File: src/rtl/asic_axi_pkg.sv
// rtl/asic_axi_pkg.sv - AXI constants, ASIC MMIO offsets and DMA state type
package asic_axi_pkg;

    localparam logic [3:0] LEN_ONE    = 4'h0;
    localparam logic [2:0] SIZE_WORD  = 3'b010;
    localparam logic [1:0] BURST_INC  = 2'h1;
    localparam logic [3:0] STRB_WORD  = 4'b1111;

    localparam logic [1:0] RESP_OKAY   = 2'b00;
    localparam logic [1:0] RESP_SLVERR = 2'b10;
    localparam logic [1:0] RESP_DECERR = 2'b11;

    localparam logic [31:0] MMIO_ENABLE = 32'h0000_0000;
    localparam logic [31:0] MMIO_DATA   = 32'h0000_0004;
    localparam logic [31:0] MMIO_OFMAP  = 32'h0000_0008;

    typedef enum logic [2:0] {
        ST_IDLE,
        ST_RD_ADDR,
        ST_RD_DATA,
        ST_WR,
        ST_WR_RESP,
        ST_FIN
    } dma_state_t;

endpackage

File: src/rtl/asic_dma_master.sv
// rtl/asic_dma_master.sv - single-beat AXI4 copy engine: one read then one write per word
module asic_dma_master
    import asic_axi_pkg::*;
#(
    parameter int         ADDR_W = 32,
    parameter int         DATA_W = 32,
    parameter int         LEN_W  = 11,
    parameter logic [3:0] TXN_ID = 4'h0
) (
    input  logic              ACLK,
    input  logic              ARESETn,
    input  logic              cmd_valid,
    output logic              cmd_ready,
    input  logic [ADDR_W-1:0] cmd_src,
    input  logic [ADDR_W-1:0] cmd_dst,
    input  logic [LEN_W-1:0]  cmd_len,
    input  logic              cmd_src_inc,
    input  logic              cmd_dst_inc,
    output logic              done,
    output logic              err,
    output logic              busy,
    output logic [LEN_W-1:0]  words_done,
    output logic [3:0]        ARID_M,
    output logic [ADDR_W-1:0] ARADDR_M,
    output logic [3:0]        ARLEN_M,
    output logic [2:0]        ARSIZE_M,
    output logic [1:0]        ARBURST_M,
    output logic              ARVALID_M,
    input  logic              ARREADY_M,
    input  logic [3:0]        RID_M,
    input  logic [DATA_W-1:0] RDATA_M,
    input  logic [1:0]        RRESP_M,
    input  logic              RLAST_M,
    input  logic              RVALID_M,
    output logic              RREADY_M,
    output logic [3:0]        AWID_M,
    output logic [ADDR_W-1:0] AWADDR_M,
    output logic [3:0]        AWLEN_M,
    output logic [2:0]        AWSIZE_M,
    output logic [1:0]        AWBURST_M,
    output logic              AWVALID_M,
    input  logic              AWREADY_M,
    output logic [DATA_W-1:0] WDATA_M,
    output logic [3:0]        WSTRB_M,
    output logic              WLAST_M,
    output logic              WVALID_M,
    input  logic              WREADY_M,
    input  logic [3:0]        BID_M,
    input  logic [1:0]        BRESP_M,
    input  logic              BVALID_M,
    output logic              BREADY_M
);

    localparam logic [ADDR_W-1:0] WORD_BYTES = ADDR_W'(DATA_W / 8);

    dma_state_t        state_q, state_d;
    logic [ADDR_W-1:0] src_q, dst_q;
    logic [LEN_W-1:0]  rem_q, words_done_q;
    logic              src_inc_q, dst_inc_q;
    logic              err_q;
    logic [DATA_W-1:0] wdata_q;
    logic              aw_done_q, w_done_q;
    logic              aw_fire, w_fire;

    logic unused_inputs;
    assign unused_inputs = ^{RID_M, RLAST_M, BID_M};

    assign aw_fire = AWVALID_M && AWREADY_M;
    assign w_fire  = WVALID_M && WREADY_M;

    always_ff @(posedge ACLK or negedge ARESETn) begin
        if (!ARESETn) state_q <= ST_IDLE;
        else          state_q <= state_d;
    end

    always_comb begin
        state_d = state_q;
        case (state_q)
            ST_IDLE: begin
                if (cmd_valid) state_d = (cmd_len == '0) ? ST_FIN : ST_RD_ADDR;
            end
            ST_RD_ADDR: begin
                if (ARREADY_M) state_d = ST_RD_DATA;
            end
            ST_RD_DATA: begin
                if (RVALID_M) state_d = (RRESP_M != RESP_OKAY) ? ST_FIN : ST_WR;
            end
            ST_WR: begin
                if ((aw_done_q || aw_fire) && (w_done_q || w_fire)) state_d = ST_WR_RESP;
            end
            ST_WR_RESP: begin
                if (BVALID_M) begin
                    if (BRESP_M != RESP_OKAY || rem_q == LEN_W'(1)) state_d = ST_FIN;
                    else                                              state_d = ST_RD_ADDR;
                end
            end
            ST_FIN:  state_d = ST_IDLE;
            default: state_d = ST_IDLE;
        endcase
    end

    always_ff @(posedge ACLK or negedge ARESETn) begin
        if (!ARESETn) begin
            src_q        <= '0;
            dst_q        <= '0;
            rem_q        <= '0;
            src_inc_q    <= 1'b0;
            dst_inc_q    <= 1'b0;
            words_done_q <= '0;
            err_q        <= 1'b0;
            wdata_q      <= '0;
            aw_done_q    <= 1'b0;
            w_done_q     <= 1'b0;
        end else begin
            case (state_q)
                ST_IDLE: begin
                    if (cmd_valid) begin
                        src_q        <= cmd_src;
                        dst_q        <= cmd_dst;
                        rem_q        <= cmd_len;
                        src_inc_q    <= cmd_src_inc;
                        dst_inc_q    <= cmd_dst_inc;
                        words_done_q <= '0;
                        err_q        <= 1'b0;
                    end
                end
                ST_RD_DATA: begin
                    // Flags cleared here so AW/W both present on the first WR cycle
                    aw_done_q <= 1'b0;
                    w_done_q  <= 1'b0;
                    if (RVALID_M) begin
                        wdata_q <= RDATA_M;
                        if (RRESP_M != RESP_OKAY) err_q <= 1'b1;
                    end
                end
                ST_WR: begin
                    if (aw_fire) aw_done_q <= 1'b1;
                    if (w_fire)  w_done_q  <= 1'b1;
                end
                ST_WR_RESP: begin
                    if (BVALID_M) begin
                        if (BRESP_M != RESP_OKAY) begin
                            err_q <= 1'b1;
                        end else begin
                            words_done_q <= words_done_q + LEN_W'(1);
                            rem_q        <= rem_q - LEN_W'(1);
                            if (src_inc_q) src_q <= src_q + WORD_BYTES;
                            if (dst_inc_q) dst_q <= dst_q + WORD_BYTES;
                        end
                    end
                end
                default: ;
            endcase
        end
    end

    // Handshake outputs decode registered state only, never the incoming READYs
    assign cmd_ready  = (state_q == ST_IDLE);
    assign busy       = (state_q != ST_IDLE);
    assign done       = (state_q == ST_FIN);
    assign err        = err_q;
    assign words_done = words_done_q;

    assign ARID_M    = TXN_ID;
    assign ARADDR_M  = src_q;
    assign ARLEN_M   = LEN_ONE;
    assign ARSIZE_M  = SIZE_WORD;
    assign ARBURST_M = BURST_INC;
    assign ARVALID_M = (state_q == ST_RD_ADDR);
    assign RREADY_M  = (state_q == ST_RD_DATA);

    assign AWID_M    = TXN_ID;
    assign AWADDR_M  = dst_q;
    assign AWLEN_M   = LEN_ONE;
    assign AWSIZE_M  = SIZE_WORD;
    assign AWBURST_M = BURST_INC;
    assign AWVALID_M = (state_q == ST_WR) && !aw_done_q;

    assign WDATA_M   = wdata_q;
    assign WSTRB_M   = STRB_WORD;
    assign WVALID_M  = (state_q == ST_WR) && !w_done_q;
    assign WLAST_M   = WVALID_M;

    assign BREADY_M  = (state_q == ST_WR_RESP);

endmodule

File: config.mk
export PLATFORM = sky130hd
export DESIGN_NAME = asic_dma_master
export DESIGN_NICKNAME = d
export VERILOG_FILES = /design/src/rtl/asic_axi_pkg.sv /design/src/rtl/asic_dma_master.sv
export SDC_FILE = /design/constraint.sdc
export NUM_CORES = 1
export LEC_CHECK = 0
export ABC_AREA = 1
export CORE_AREA = 2 2 195 178
export CTS_CLUSTER_DIAMETER = 30
export DETAILED_ROUTE_END_ITERATION = 10
export DIE_AREA = 0 0 197 180
export PLACE_DENSITY_LB_ADDON = 0.1
export SETUP_SLACK_MARGIN = 0.4
export SYNTH_ARGS = -nofsm -noshare
export SYNTH_HDL_FRONTEND = slang
export SYNTH_SLANG_ARGS = --single-unit
File: constraint.sdc
create_clock -name ACLK -period 1.8 [get_ports ACLK]
set_input_delay 0.36 -clock ACLK [delete_from_list [all_inputs] [get_ports ACLK]]
set_output_delay 0.36 -clock ACLK [all_outputs]
set_load 0.05 [all_outputs]
==> flow_metrics.py <==
metrics = {
    "setup_path": {
        "r2r-end": "AWADDR_M[17]",
        "cp-end-kind": "output pin",
        "crit_fanout": 5,
        "reg2reg_slack_ns": -0.04,
        "cp_slowest_cell": "dfrtp_2",
        "path_cells": "buf_4 > buf_8 > nor2_4 > buf_6 > buf_12",
        "startpoint_type": "flip-flop",
        "worstSetupPathType": "flip-flop to output pin",
        "worstReg2RegStart": "state_q[0]",
        "critPathMaxStageDelay_ns": 0.44,
        "required_ns": 1.44,
        "worstRegToRegCells": 12,
        "critPathArrivalTime_ns": 1.49,
    },
    "cells_and_area": {
        "n_antenna_cell": 0,
        "multiInputGateArea_mm2": 0.00482,
        "drive_gt1_share_pct": 32.3,
        "ff_latch_area_mm2": 0.00323,
        "area_delta_synth_final_pct": 70.9,
        "nFillCells": 3393,
        "final_nets": 1712,
    },
    "grt": {
        "grt_start_max_net_pins": 50,
        "grt_pass1_wl_um": 49500,
        "overflow": 0,
        "grt_usage_pct": 17.9,
        "grt_pass1_vias": 8866,
        "antenna_found_initial": 1,
    },
    "power_and_ir_drop": {
        "p_total_uw": 25900,
        "power.leakage_uw": 0.00632,
        "p_seq_share_pct": 22.3,
        "power_frac_clock_pct": 13.6,
        "combPwrFrac_pct": 64.1,
        "swShare_pct": 48.4,
        "power_switching_uw": 12500,
        "powerDensity_mw_per_mm2": 1840,
        "internal_power_uw": 13400,
        "peakVddDrop_uv": 989,
    },
    "floorplanning": {
        "core_area_mm2": 0.0335,
        "initial_utilization_pct": 24.6,
        "io-pin-count": 277,
        "die_h_um": 180,
        "rows": 64,
        "die_x_um": 197,
        "die_area_mm2": 0.0355,
    },
    "yosys": {
        "synth-seq-area-share_pct": 38.3,
        "synth_flop_cell": "dfrtp_1",
        "synth_seq_cells": 126,
        "syn-cell-area_mm2": 0.00823,
        "avgSynthCellArea_um2": 6.73,
        "synthArstFlopShare_pct": 100,
        "syn-instance-count": 1224,
        "synth_edf_count": 0,
        "synth_cell_types": 40,
        "yosys_warnings": 0,
    },
    "flow_run": {
        "drv_cap": 0,
    },
    "timing": {
        "slew_viol_final": 0,
        "period_share_pct": 103,
        "setup_ws_ns": -0.0531,
        "finalHoldViolations": 0,
        "layout_min_cycle_time_ns": 1.85,
        "finalSetupViolCount": 20,
        "finalClockSkew_ns": 0.0142,
        "rsz0062_at_grt": "true",
        "slew_headroom_pct": 64.4,
        "worst_pin_slew_ns": 0.530,
        "holdWs_ns": 0.425,
        "fmax_ghz": 0.540,
    },
    "cts": {
        "cts_tree": "built",
        "clk-insertion-delay-late_ns": 0.43,
        "cts.sinks": 126,
        "root_buffer": "clkbuf_16",
        "clk_path_buf_depth": 2,
        "htree_num_levels": 4,
        "clk_pin_slew_ns": 0.07,
        "numCtsBuffers": 17,
    },
    "drt": {
        "wl_per_cell_um": 15.8,
        "via_per_inst": 4.45,
        "wirelength_um": 31900,
        "firstDrtPassIters": 5,
        "drt_first_iter_violations": 511,
        "vias": 8994,
        "antenna_left": 0,
        "drc_errors": 0,
    },
    "placement": {
        "numPortBuffers": 237,
        "place.gp.congestion": 0.843,
        "dpl.hpwl_um": 21900,
    },
    "worst_hold_path": {
        "hp-class": "input port to asynchronous set/reset pin",
    },
    "outcome": {
        "status": "finished with violations",
        "violations": "setup timing",
    },
}
[cells in the mapped netlist (2+ instances only)]
library cell,number,area (µm²)
nor2_1,208,781
buf_4,38,285
conb_1,2,7.51
buf_2,22,110
o21a_1,2,15.0
nand2_1,411,1540
nand3_2,4,40.0
nor3_1,8,40.0
xnor2_1,7,61.3
dfrtp_1,126,3150
buf_6,3,33.8
or2_2,5,31.3
inv_2,4,15.0
nand3_1,89,445
clkbuf_1,4,15.0
xor2_1,2,17.5
nor2_2,5,31.3
nor2_4,4,45.0
o21bai_1,3,22.5
o21ai_0,69,345
a21oi_1,12,60.1
mux2_2,31,349
o211ai_1,6,45.0
or2_1,2,12.5
nand4_1,13,81.3
o22ai_1,3,18.8
inv_1,116,435
o21ai_1,9,45.0
ha_1,5,62.6
[timing repair]
item	4_1_cts	5_1_grt
setup endpoints to repair	201	212
cloned	17	4
gates resized for setup	255	102
setup buffers	63	10
hold buffers	1	0
hold endpoints to repair	32	0
pin swaps	22	15
[worst max-delay path by stage]
stage	start	to	slack, ns	depth (start not counted)
after floorplan	state_q[0]	AWADDR_M[12]	0.11	10
after global placement	cmd_valid	rem_q[2]	-0.07	8
after detailed placement	cmd_valid	rem_q[2]	-0.11	8
after CTS	state_q[2]	WVALID_M	-0.07	7
after global routing	state_q[0]	AWADDR_M[18]	-0.15	12
final	state_q[0]	RREADY_M	-0.05	5
[cells in the final DEF, fill, tap and decap left out, types with 12 or more instances in the layout]
| master | netlist | routed |
|---|---|---|
| dfrtp_1 | 126 | 63 |
| conb_1 | 2 | 30 |
| nand2_4 | 1 | 12 |
| dfrtp_2 | 0 | 63 |
| clkbuf_16 | 0 | 21 |
| buf_12 | 0 | 31 |
| clkdlybuf4s50_1 | 0 | 119 |
| nor2_2 | 5 | 25 |
| buf_8 | 0 | 29 |
| inv_1 | 116 | 108 |
| nand3_1 | 89 | 83 |
| nor2_4 | 4 | 28 |
| buf_4 | 38 | 92 |
| buf_6 | 3 | 81 |
| o21ai_0 | 69 | 37 |
| nand2_1 | 411 | 375 |
| nand2_2 | 1 | 24 |
| nor2_1 | 208 | 164 |
| nand4_1 | 13 | 13 |
| o21ai_1 | 9 | 35 |
| mux2_2 | 31 | 25 |
[per-stage QoR]
stage / setup TNS (ns) / utilization [%] / setup WS (ns) / area, µm² / cells
floorplan: 0 / - / 0.111 / 8570 / 1252
global placement: -0.797 / 33.6 / -0.0741 / 11200 / 1892
detailed placement: -1.56 / 33.6 / -0.114 / 11200 / 1892
CTS: -0.767 / 40.4 / -0.0693 / 13500 / 2005
global route: -5.20 / 42.0 / -0.148 / 14100 / 2019
finish: -0.385 / 42.0 / -0.0531 / 14100 / 2019
[power groups by stage]
stage | Clock (µW) | Combinational, µW | Sequential (µW)
after CTS | 3630 | 15700 | 5680
after floorplan | 0 | 4910 | 9020
after detailed placement | 0 | 12400 | 5670
after global placement | 0 | 12400 | 5660
final | 3520 | 16600 | 5790
after global routing | 3720 | 17800 | 6030
[critical path: cells and delay by family, from the launching register on]
kind          cells  cell delay (ns)
simple gates      1             0.11
flops             1             0.44
buf+inv           4             0.52
[area by class of cell]
class / count / share of cell area [%]
clock inverter: 14 / 1.03
timing repair inverter: 3 / 0.258
timing repair buffer: 371 / 31.0
multi-input combinational: 937 / 34.3
tap: 429 / 3.82
inverter: 121 / 3.54
clock buffer: 18 / 3.12
sequential: 126 / 23.0
[per-layer routing]
layer  track usage (%)  vias to the layer above  wire length [µm]
li1                  -                     4514                 -
met3              4.67                       29              2310
met1              23.9                     4186             14400
met5                 0                        -                 0
met2              28.5                      265             14600
met4              5.20                        0               544
[cell families (layout without fill, tap and decap cells)]
| logic type | count (synthesis) | in the layout | share of synthesized area, % |
|---|---|---|---|
| flip-flops | 126 | 126 | 38.3 |
| buffers and inverters | 189 | 527 | 11.0 |
| other | 2 | 30 | 0.0912 |
| AO/OA/AOI/OAI | 107 | 107 | 6.98 |
| multiplexers | 32 | 32 | 4.38 |
| XOR/XNOR | 9 | 9 | 0.958 |
| adder cells (fa/ha/maj) | 5 | 5 | 0.760 |
| AND/OR/NAND/NOR | 754 | 754 | 37.5 |
[sequential cells by signal, summed over array words and instances (netlist names), 3 cells and up]
name        cells
words_done     11
AWADDR_M       32
WDATA_M        32
state_q         3
ARADDR_M       32
rem_q          11
Power figures use the tool's default switching activity.
